[config.mk]
export PLATFORM = sky130hd
export DESIGN_NAME = mem_port_arbiter_flat
export DESIGN_NICKNAME = d
export VERILOG_FILES = /design/src/rtl/mem_port_arbiter_if.sv /design/src/rtl/mem_port_arbiter.sv /design/src/flat_wrapper.sv
export SDC_FILE = /design/constraint.sdc
export NUM_CORES = 1
export LEC_CHECK = 0
export BUFFER_PORTS_ARGS = -buffer_cell sky130_fd_sc_hd__buf_2
export CELL_PAD_IN_SITES_DETAIL_PLACEMENT = 0
export CELL_PAD_IN_SITES_GLOBAL_PLACEMENT = 1
export CORE_MARGIN = 2
export CORE_UTILIZATION = 32
export CTS_CLUSTER_DIAMETER = 200
export DETAILED_ROUTE_END_ITERATION = 8
export GPL_TIMING_DRIVEN = 0
export PLACE_DENSITY = 0.89
export SETUP_SLACK_MARGIN = 0.3
export SYNTH_ARGS = -nofsm -noshare
export SYNTH_HDL_FRONTEND = slang
export SYNTH_SLANG_ARGS = --single-unit
[constraint.sdc]
create_clock -name clk -period 5.1 [get_ports clk]
set_input_delay 1.02 -clock clk [delete_from_list [all_inputs] [get_ports clk]]
set_output_delay 1.02 -clock clk [all_outputs]
set_load 0.005 [all_outputs]
[src/rtl/mem_port_arbiter_if.sv]
// Bundles the requestor handshakes and the shared memory port of mem_port_arbiter.
// slave is the arbiter's view; master is the view of the requestors plus the memory.
interface mem_port_arbiter_if #(
    parameter int NUM_PORTS = 2,
    parameter int DATA_W    = 32,
    parameter int ADDR_W    = 32
);
    localparam int STRB_W = DATA_W / 8;

    logic [NUM_PORTS-1:0]        req_valid;
    logic [NUM_PORTS-1:0]        req_ready;
    logic [NUM_PORTS*ADDR_W-1:0] req_addr;
    logic [NUM_PORTS*DATA_W-1:0] req_wdata;
    logic [NUM_PORTS*STRB_W-1:0] req_wstrb;
    logic [NUM_PORTS*STRB_W-1:0] req_rstrb;
    logic [NUM_PORTS-1:0]        rsp_valid;
    logic [DATA_W-1:0]           rsp_rdata;
    logic [ADDR_W-1:0]           mem_addr;
    logic [DATA_W-1:0]           mem_wdata;
    logic [STRB_W-1:0]           mem_write;
    logic [STRB_W-1:0]           mem_read;
    logic [DATA_W-1:0]           mem_rdata;

    modport slave (
        input  req_valid, req_addr, req_wdata, req_wstrb, req_rstrb, mem_rdata,
        output req_ready, rsp_valid, rsp_rdata, mem_addr, mem_wdata, mem_write, mem_read
    );

    modport master (
        output req_valid, req_addr, req_wdata, req_wstrb, req_rstrb, mem_rdata,
        input  req_ready, rsp_valid, rsp_rdata, mem_addr, mem_wdata, mem_write, mem_read
    );
endinterface

[src/rtl/mem_port_arbiter.sv]
// Round-robin arbiter of NUM_PORTS valid/ready requestors onto one byte-strobed memory port.
// One request in flight: IDLE grants, ACCESS drives memory for MEM_LAT cycles, RESP pulses rsp_valid.
module mem_port_arbiter #(
    parameter int NUM_PORTS = 2,
    parameter int DATA_W    = 32,
    parameter int ADDR_W    = 32,
    parameter int MEM_LAT   = 1
) (
    input  logic               clk,
    input  logic               nrst,
    mem_port_arbiter_if.slave  bus
);
    localparam int STRB_W = DATA_W / 8;
    localparam int PTR_W  = (NUM_PORTS > 1) ? $clog2(NUM_PORTS) : 1;
    localparam int CNT_W  = (MEM_LAT > 1) ? $clog2(MEM_LAT) : 1;
    localparam logic [CNT_W-1:0] CNT_LAST = CNT_W'(MEM_LAT - 1);
    localparam logic [PTR_W-1:0] PTR_LAST = PTR_W'(NUM_PORTS - 1);

    typedef enum logic [1:0] {
        ST_IDLE   = 2'd0,
        ST_ACCESS = 2'd1,
        ST_RESP   = 2'd2
    } state_t;

    state_t               state_r;
    logic [PTR_W-1:0]     ptr_r;
    logic [PTR_W-1:0]     grant_r;
    logic [CNT_W-1:0]     cnt_r;
    logic [ADDR_W-1:0]    mem_addr_r;
    logic [DATA_W-1:0]    mem_wdata_r;
    logic [STRB_W-1:0]    mem_write_r;
    logic [STRB_W-1:0]    mem_read_r;
    logic [NUM_PORTS-1:0] rsp_valid_r;
    logic [DATA_W-1:0]    rsp_rdata_r;

    logic [PTR_W:0]       sum_s;
    logic [PTR_W-1:0]     idx_s;
    logic                 hit_s;
    logic [PTR_W-1:0]     grant_s;
    logic                 found_s;
    logic [ADDR_W-1:0]    addr_s;
    logic [DATA_W-1:0]    wdata_s;
    logic [STRB_W-1:0]    wstrb_s;
    logic [STRB_W-1:0]    rstrb_s;
    logic [NUM_PORTS-1:0] ready_s;
    logic                 active_s;

    function automatic logic [DATA_W-1:0] lane_mask(input logic [STRB_W-1:0] strb);
        logic [DATA_W-1:0] m;
        m = '0;
        for (int b = 0; b < STRB_W; b++) begin
            m[b*8 +: 8] = {8{strb[b]}};
        end
        return m;
    endfunction

    // Round-robin search: first valid port at or above the pointer, wrapping.
    always_comb begin
        grant_s = ptr_r;
        found_s = 1'b0;
        sum_s   = '0;
        idx_s   = '0;
        hit_s   = 1'b0;
        for (int i = 0; i < NUM_PORTS; i++) begin
            sum_s   = {1'b0, ptr_r} + (PTR_W+1)'(i);
            idx_s   = (sum_s >= (PTR_W+1)'(NUM_PORTS)) ?
                      PTR_W'(sum_s - (PTR_W+1)'(NUM_PORTS)) : sum_s[PTR_W-1:0];
            hit_s   = ~found_s & bus.req_valid[idx_s];
            grant_s = hit_s ? idx_s : grant_s;
            found_s = found_s | hit_s;
        end
    end

    // Payload of the port being granted this cycle.
    always_comb begin
        addr_s  = '0;
        wdata_s = '0;
        wstrb_s = '0;
        rstrb_s = '0;
        for (int i = 0; i < NUM_PORTS; i++) begin
            addr_s  = (grant_s == PTR_W'(i)) ? bus.req_addr[i*ADDR_W +: ADDR_W]  : addr_s;
            wdata_s = (grant_s == PTR_W'(i)) ? bus.req_wdata[i*DATA_W +: DATA_W] : wdata_s;
            wstrb_s = (grant_s == PTR_W'(i)) ? bus.req_wstrb[i*STRB_W +: STRB_W] : wstrb_s;
            rstrb_s = (grant_s == PTR_W'(i)) ? bus.req_rstrb[i*STRB_W +: STRB_W] : rstrb_s;
        end
        active_s = (wstrb_s != '0) || (rstrb_s != '0);
    end

    // Same-cycle accept; held low during reset so every output reads 0 immediately.
    always_comb begin
        ready_s = '0;
        if ((state_r == ST_IDLE) && found_s && !nrst) begin
            ready_s[grant_s] = 1'b1;
        end else begin
            ready_s = '0;
        end
    end

    // Arbitration FSM with registered memory and response outputs.
    always_ff @(posedge clk or posedge nrst) begin
        if (nrst) begin
            state_r     <= ST_IDLE;
            ptr_r       <= '0;
            grant_r     <= '0;
            cnt_r       <= '0;
            mem_addr_r  <= '0;
            mem_wdata_r <= '0;
            mem_write_r <= '0;
            mem_read_r  <= '0;
            rsp_valid_r <= '0;
            rsp_rdata_r <= '0;
        end else begin
            case (state_r)
                ST_IDLE: begin
                    if (found_s) begin
                        grant_r     <= grant_s;
                        cnt_r       <= '0;
                        mem_addr_r  <= active_s ? addr_s  : '0;
                        mem_wdata_r <= active_s ? wdata_s : '0;
                        mem_write_r <= wstrb_s;
                        // A write wins over a read when both strobes are set.
                        mem_read_r  <= (wstrb_s != '0) ? '0 : rstrb_s;
                        state_r     <= ST_ACCESS;
                    end else begin
                        state_r     <= ST_IDLE;
                    end
                end
                ST_ACCESS: begin
                    if (cnt_r == CNT_LAST) begin
                        rsp_rdata_r          <= bus.mem_rdata & lane_mask(mem_read_r);
                        rsp_valid_r[grant_r] <= 1'b1;
                        mem_addr_r           <= '0;
                        mem_wdata_r          <= '0;
                        mem_write_r          <= '0;
                        mem_read_r           <= '0;
                        state_r              <= ST_RESP;
                    end else begin
                        cnt_r                <= cnt_r + 1'b1;
                    end
                end
                ST_RESP: begin
                    rsp_valid_r <= '0;
                    ptr_r       <= (grant_r == PTR_LAST) ? '0 : grant_r + 1'b1;
                    state_r     <= ST_IDLE;
                end
                default: begin
                    mem_addr_r  <= '0;
                    mem_wdata_r <= '0;
                    mem_write_r <= '0;
                    mem_read_r  <= '0;
                    rsp_valid_r <= '0;
                    state_r     <= ST_IDLE;
                end
            endcase
        end
    end

    assign bus.req_ready = ready_s;
    assign bus.rsp_valid = rsp_valid_r;
    assign bus.rsp_rdata = rsp_rdata_r;
    assign bus.mem_addr  = mem_addr_r;
    assign bus.mem_wdata = mem_wdata_r;
    assign bus.mem_write = mem_write_r;
    assign bus.mem_read  = mem_read_r;
endmodule

[src/flat_wrapper.sv]
// flat-port wrapper written by rule: the top's interface ports become plain ports
module mem_port_arbiter_flat 
#(
    parameter int NUM_PORTS = 2,
    parameter int DATA_W    = 32,
    parameter int ADDR_W    = 32,
    parameter int MEM_LAT   = 1
)
  (clk, nrst, bus_req_valid, bus_req_addr, bus_req_wdata, bus_req_wstrb, bus_req_rstrb, bus_mem_rdata, bus_req_ready, bus_rsp_valid, bus_rsp_rdata, bus_mem_addr, bus_mem_wdata, bus_mem_write, bus_mem_read);
  mem_port_arbiter_if #(.NUM_PORTS(NUM_PORTS), .DATA_W(DATA_W), .ADDR_W(ADDR_W)) bus_i ();
  input  logic clk;
  input  logic nrst;
  input wire logic [$bits(bus_i.req_valid)-1:0] bus_req_valid;
  input wire logic [$bits(bus_i.req_addr)-1:0] bus_req_addr;
  input wire logic [$bits(bus_i.req_wdata)-1:0] bus_req_wdata;
  input wire logic [$bits(bus_i.req_wstrb)-1:0] bus_req_wstrb;
  input wire logic [$bits(bus_i.req_rstrb)-1:0] bus_req_rstrb;
  input wire logic [$bits(bus_i.mem_rdata)-1:0] bus_mem_rdata;
  output wire logic [$bits(bus_i.req_ready)-1:0] bus_req_ready;
  output wire logic [$bits(bus_i.rsp_valid)-1:0] bus_rsp_valid;
  output wire logic [$bits(bus_i.rsp_rdata)-1:0] bus_rsp_rdata;
  output wire logic [$bits(bus_i.mem_addr)-1:0] bus_mem_addr;
  output wire logic [$bits(bus_i.mem_wdata)-1:0] bus_mem_wdata;
  output wire logic [$bits(bus_i.mem_write)-1:0] bus_mem_write;
  output wire logic [$bits(bus_i.mem_read)-1:0] bus_mem_read;
  assign bus_i.req_valid = bus_req_valid;
  assign bus_i.req_addr = bus_req_addr;
  assign bus_i.req_wdata = bus_req_wdata;
  assign bus_i.req_wstrb = bus_req_wstrb;
  assign bus_i.req_rstrb = bus_req_rstrb;
  assign bus_i.mem_rdata = bus_mem_rdata;
  assign bus_req_ready = bus_i.req_ready;
  assign bus_rsp_valid = bus_i.rsp_valid;
  assign bus_rsp_rdata = bus_i.rsp_rdata;
  assign bus_mem_addr = bus_i.mem_addr;
  assign bus_mem_wdata = bus_i.mem_wdata;
  assign bus_mem_write = bus_i.mem_write;
  assign bus_mem_read = bus_i.mem_read;
  mem_port_arbiter #(.NUM_PORTS(NUM_PORTS), .DATA_W(DATA_W), .ADDR_W(ADDR_W), .MEM_LAT(MEM_LAT)) u_core (.clk(clk), .nrst(nrst), .bus(bus_i));
endmodule
==> reports/results.ini, run 1 <==
[floorplan]
pin_count=288
dieHeight_um=129.0
die_w_um=129.0
placementRows=45
start_util_pct=32.78
dieArea_mm2=0.01665
core_mm2=0.01526

[placed_design]
dpl_cell_area_mm2=0.006733
place_hpwl_um=12160
portBuffers=287
dp_slack_ns=1.349
place.gp.congestion=0.7945

[drt]
vias_per_cell=4.915
drt_first_pass_iters=4
drt_iter0_drc=169
vias=4782
postRouteWirelength_um=15860
wl_per_cell_um=16.30
drc_errors=0
ant_nets=0

[finish]
nNetsFinal=937
syn_to_final_growth_pct=40.92
diodes=0
drive_gt1_share_pct=42.26
final_area_mm2=0.007049
fill_cells=1491

[synthesis]
syn_inst=458
synth-main-ff-cell=dfrtp_1
ys_seq_area_share_pct=55.03
synth_top_area_share_pct=55.03
yosys_warnings=0
synthesis.nets=638
synth_area_mm2=0.005002
synth_area_leaders=dfrtp_1, a22o_1, nand2_1, o21ai_0, clkbuf_1
synth_seq_cells=110
syn_avg_cell_area_um2=10.92
async_flop_share_pct=100.0
synthDistinctLibCells=26
synth_edf_count=0
synth_top_cell_by_area=dfrtp_1

[sta]
worst_slew_pin_slew_ns=0.8618
rsz0062_at_grt=false
setup_tns_ns=0
post-route-min-period_ns=3.709
layout_setup_ws_ns=1.391
hold_viol=0
post-route-period-util_pct=72.72
fin_skew_ns=0.008164
slew_headroom_pct=42.34
drv_slew=0
setup_viol=0
fmax_ghz=0.2696

[power_and_ir_drop]
vdd_ir_drop_max_mv=0.1854
power_leakage_nw=3.766
powerDensity_mw_per_mm2=488.0

[clock_tree]
numCtsBuffers=9
clk_latency_ns=0.34
cts_tree=done
cts_root_buffer=clkbuf_16
clockBufferDepth=2
cts_resized=0
cts_sinks=110
post_cts_buffers=0
htreeDepth=3
ctsHoldBuffers=0
cts.reportedPaths.clkPinSlew_ns=0.07

[global_route]
grt_use_total_pct=18.67
antenna_found_initial=1
grt_overflow_total=0
grt_start_max_net_pins=62
grt_pass1_wl_um=24280
grt_pass1_vias=4830

[setup_path]
rr_startpoint=u_core.state_r[1]
crit_arrival_ns=2.69
crit_fanout=10
required_ns=4.08
critical_path.startpoint=bus_req_valid[1]
path_class=primary input to output port
critPathLaunchType=primary input
endpoint_kind=output port

[worst_hold_path]
hold_class=flip-flop to flip-flop
hold_path_startpoint=u_core.bus.rsp_rdata[5]

[outcome]
outcome=completed

[run]
cap_violations=0

-- power breakdown --
group          leakage (nW)  switching (W)  internal, W
combinational          2.16       0.000690     0.000644
clock                 0.146       0.000315     0.000432
sequential             1.46       0.000182      0.00118
total                  3.77        0.00119      0.00225
-- per-stage QoR --
step	hold slack, ns	power, W	utilization [%]	instances
2_1_floorplan	0.4575	0.002101	-	458
3_3_place_gp	0.4568	0.002710	43.93	956
3_5_place_dp	0.4663	0.002720	44.12	957
4_1_cts	0.4822	0.003480	46.20	973
5_1_grt	0.5057	0.003676	46.20	973
6_report	0.4736	0.003440	46.20	973
-- synthesized netlist by cell type (2+ instances only) --
cell,instances
a2bb2oi_1,8
nor2_1,14
o21ai_0,37
a32o_1,4
a22oi_2,4
a22o_1,128
and3_1,2
buf_6,7
buf_2,4
dfrtp_1,110
nand2_1,74
o211ai_1,7
buf_1,6
inv_1,11
and2_1,2
clkbuf_1,25
a21oi_1,2
nand2b_1,5
-- registers in the layout, summed over array words and instances, names as in the netlist --
signal / flops
u_core.bus.rsp_valid: 2
u_core.state_r: 2
u_core.ptr_r: 1
u_core.grant_r: 1
u_core.bus.mem_wdata: 32
u_core.bus.mem_write: 4
u_core.bus.mem_addr: 32
u_core.bus.rsp_rdata: 32
u_core.bus.mem_read: 4
-- final timing paths --
check	slack (ns)	depth (start not counted)	to
max	1.39	7	bus_req_ready[0]
min	0.47	2	u_core.bus.rsp_rdata[5]
max reg2reg	2.87	6	u_core.bus.mem_wdata[10]
min reg2reg	0.47	2	u_core.bus.rsp_rdata[5]
max in group asynchronous	3.60	3	u_core.bus.mem_wdata[30]
min in group asynchronous	0.75	2	u_core.bus.rsp_rdata[3]
-- layer usage --
metal	wire, um	track usage [%]	share of wire, %	vias to the layer above
met4	171	5.754	1.1	2
met2	7807	31.81	49	204
met1	6961	24.24	44	2266
li1	-	-	-	2294
met3	908	3.468	5.7	16
met5	13	0	0.082	-
-- cell type report --
type | count | area [um^2] | area share, %
sequential | 110 | 2753 | 39.05
multi-input combinational | 293 | 1973 | 27.99
timing repair buffer | 288 | 1464 | 20.77
tap | 211 | 264.0 | 3.745
buffer | 44 | 235.2 | 3.337
clock buffer | 11 | 232.7 | 3.301
clock inverter | 5 | 83.83 | 1.189
inverter | 11 | 43.79 | 0.6212
-- critical path, stage by stage --
cell and delay, ns:
buf_2 0.13, nand2_1 0.06, and3_1 0.20, clkbuf_1 0.56, buf_1 0.44, and2_1 0.18, buf_2 0.10
-- cells in the final DEF (no fill, tap or decap), types with 7 or more instances in the layout --
cell type,netlist,final
a2bb2oi_1,8,8
clkbuf_1,25,27
a22o_1,128,128
inv_1,11,10
o21ai_0,37,37
nor2_1,14,14
buf_6,7,7
dfrtp_1,110,110
clkbuf_16,0,9
nand2_1,74,74
o211ai_1,7,7
buf_2,4,291
-- kinds of logic (layout without fill, tap and decap cells) --
group / after synthesis / in the layout / share of synthesized area (%)
compound gates: 192 / 192 / 30.97
buf+inv: 55 / 359 / 5.528
simple gates: 101 / 101 / 8.479
flops: 110 / 110 / 55.03
Power figures use the tool's default switching activity.
==> run 2, diff against run 1 <==
==> constraint.sdc (replaced) <==
create_clock -name clk -period 3.5 [get_ports clk]
set_input_delay 0.7 -clock clk [delete_from_list [all_inputs] [get_ports clk]]
set_output_delay 0.7 -clock clk [all_outputs]
set_load 0.005 [all_outputs]
==> run 2 against run 1 <==
Hold slack got worse by 0.069 ns. Worst setup slack worse by 0.85 ns. Core utilization is essentially flat. First-iteration DRC count fell by 16%. Register-to-register slack lost 1.5 ns. Critical endpoint is now bus_req_ready[1]. Largest cell class unchanged. Largest power group unchanged. Highest routed layer unchanged.
==> reports/results.ini, run 2 (same netlist as run 1, synthesis figures left out) <==
[outcome]
outcome=completed

[clock_tree]
cts_tree=done
numCtsBuffers=9  ; unchanged
post_cts_buffers=0  ; unchanged
htreeDepth=3  ; unchanged
cts_root_buffer=clkbuf_16
cts_sinks=110  ; unchanged
cts.reportedPaths.clkPinSlew_ns=0.07  ; about the same
clockBufferDepth=2  ; unchanged
clk_latency_ns=0.35  ; about the same
ctsHoldBuffers=0  ; unchanged

[placed_design]
place_hpwl_um=12090  ; -0.62%
portBuffers=287  ; unchanged
dp_slack_ns=0.3655  ; -0.9835 ns
place.gp.congestion=0.7763  ; -2.3%

[setup_path]
required_ns=2.80  ; -1.28 ns
path_class=flip-flop to output port
crit_top_cell=buf_2
slowest_delay_ns=0.40  ; -0.16 ns
crit_arrival_ns=2.26  ; -0.43 ns
cpMaxStageDelayCell=buf_1
reg2reg_depth=4  ; -2
endpoint_kind=output port
crit_fanout=10  ; unchanged
path_cells=buf_2 -> nand2b_1 -> and3_1 -> buf_2 -> buf_1 -> and2_1 -> buf_2
critPathLaunchType=flip-flop

[power_and_ir_drop]
power_leakage_nw=3.767  ; about the same
powerDensity_mw_per_mm2=703.2  ; +44%
vdd_ir_drop_max_mv=0.3368  ; +82%

[sta]
setup_tns_ns=0  ; unchanged
fmax_ghz=0.3375
whs_ns=0.4041  ; -0.06943 ns
hold_viol=0  ; unchanged
fin_skew_ns=0.006976  ; -0.001188 ns
post-route-period-util_pct=84.65
setup_viol=0  ; unchanged
post-route-min-period_ns=2.963
slew_headroom_pct=31.40  ; -11 points
rsz0062_at_grt=false
drv_slew=0  ; unchanged
layout_setup_ws_ns=0.5373  ; -0.8541 ns
worst_slew_pin_slew_ns=1.023  ; +0.1617 ns

[finish]
syn_to_final_growth_pct=40.80  ; about the same
drive_gt1_share_pct=42.60  ; +0.34 points
layout_common_cells=buf_2, a22o_1, dfrtp_1
final_common_cell=buf_2
nNetsFinal=939  ; +0.21%
diodes=0  ; unchanged

[floorplan]
placementRows=45  ; unchanged
pin_count=288  ; unchanged
core_mm2=0.01526  ; unchanged
die_w_um=129.0  ; unchanged
dieHeight_um=129.0  ; unchanged
start_util_pct=32.78  ; unchanged
dieArea_mm2=0.01665  ; unchanged

[worst_hold_path]
hold_class=primary input to asynchronous set/reset pin

[global_route]
grt_start_max_net_pins=43  ; -31%
grt_use_total_pct=18.50  ; -0.17 points
grt_overflow_total=0  ; unchanged
antenna_found_initial=1  ; unchanged
grt_pass1_vias=4489  ; -7.1%
grt_pass1_wl_um=23760  ; -2.2%

[drt]
drc_errors=0  ; unchanged
vias_per_cell=4.915  ; about the same
vias=4787  ; +0.10%
wl_per_cell_um=16.33  ; +0.17%
ant_nets=0  ; unchanged
drt_iter0_drc=142  ; -16%
postRouteWirelength_um=15910  ; +0.28%
drt_first_pass_iters=4  ; unchanged

[run]
cap_violations=0  ; unchanged

run 2: per-stage QoR:
step | power, W | util (%) | cell area (um^2) | std cells
final | 0.004952 | 46.16 | 7043 | 974
after global routing | 0.005286 | 46.16 | 7043 | 974
after CTS | 0.005017 | 46.13 | 7038 | 973
after detailed placement | 0.003975 | 44.21 | 6746 | 958
after global placement | 0.003956 | 43.95 | 6706 | 956
after floorplan | 0.003062 | - | 5006 | 458
run 2: worst max-delay path: cells and delay by family, from the launching register on:
kind          cells  cell delay (ns)
buf+inv           4             1.03
simple gates      3             0.55
flops             1             0.33
run 2: cell type report:
class / count / area, um^2
fill: 1533 / 8215
sequential: 110 / 2753
multi-input combinational: 293 / 1973
timing repair buffer: 289 / 1476
tap: 211 / 264.0
clock buffer: 11 / 242.7
buffer: 44 / 236.5
clock inverter: 4 / 47.55
inverter: 11 / 45.04
timing repair inverter: 1 / 5.005
run 2: routing by layer:
layer	global-route usage [%]	share of wire, %	vias to the layer above
met1	23.62	43	2251
li1	-	-	2303
met2	31.53	49	212
met3	3.881	7.0	19
met4	6.010	1.5	2
met5	0	0.082	-
run 2: where the power goes:
group / leakage (nW) / internal, W / switching (W)
Combinational: 2.16 / 0.000942 / 0.00102
Clock: 0.141 / 0.000569 / 0.000445
Sequential: 1.46 / 0.00172 / 0.000260
run 2: what timing repair did:
item                       in CTS  in global routing
cloned                          0                  1
resized for setup               1                  0
setup endpoints to repair       1                  2
run 2: path summary, 6_finish.rpt:
kind	start	endpoint	slack, ns
hold reg to reg	u_core.bus.rsp_rdata[3]	u_core.bus.rsp_rdata[3]	0.47
setup / recovery	u_core.ptr_r	bus_req_ready[1]	0.54
min in group clk	u_core.bus.rsp_rdata[3]	u_core.bus.rsp_rdata[3]	0.47
max in group asynchronous	nrst	u_core.bus.mem_addr[15]	2.24
setup reg to reg	u_core.state_r[1]	u_core.bus.mem_wdata[24]	1.39
hold / removal	nrst	u_core.bus.rsp_rdata[3]	0.40
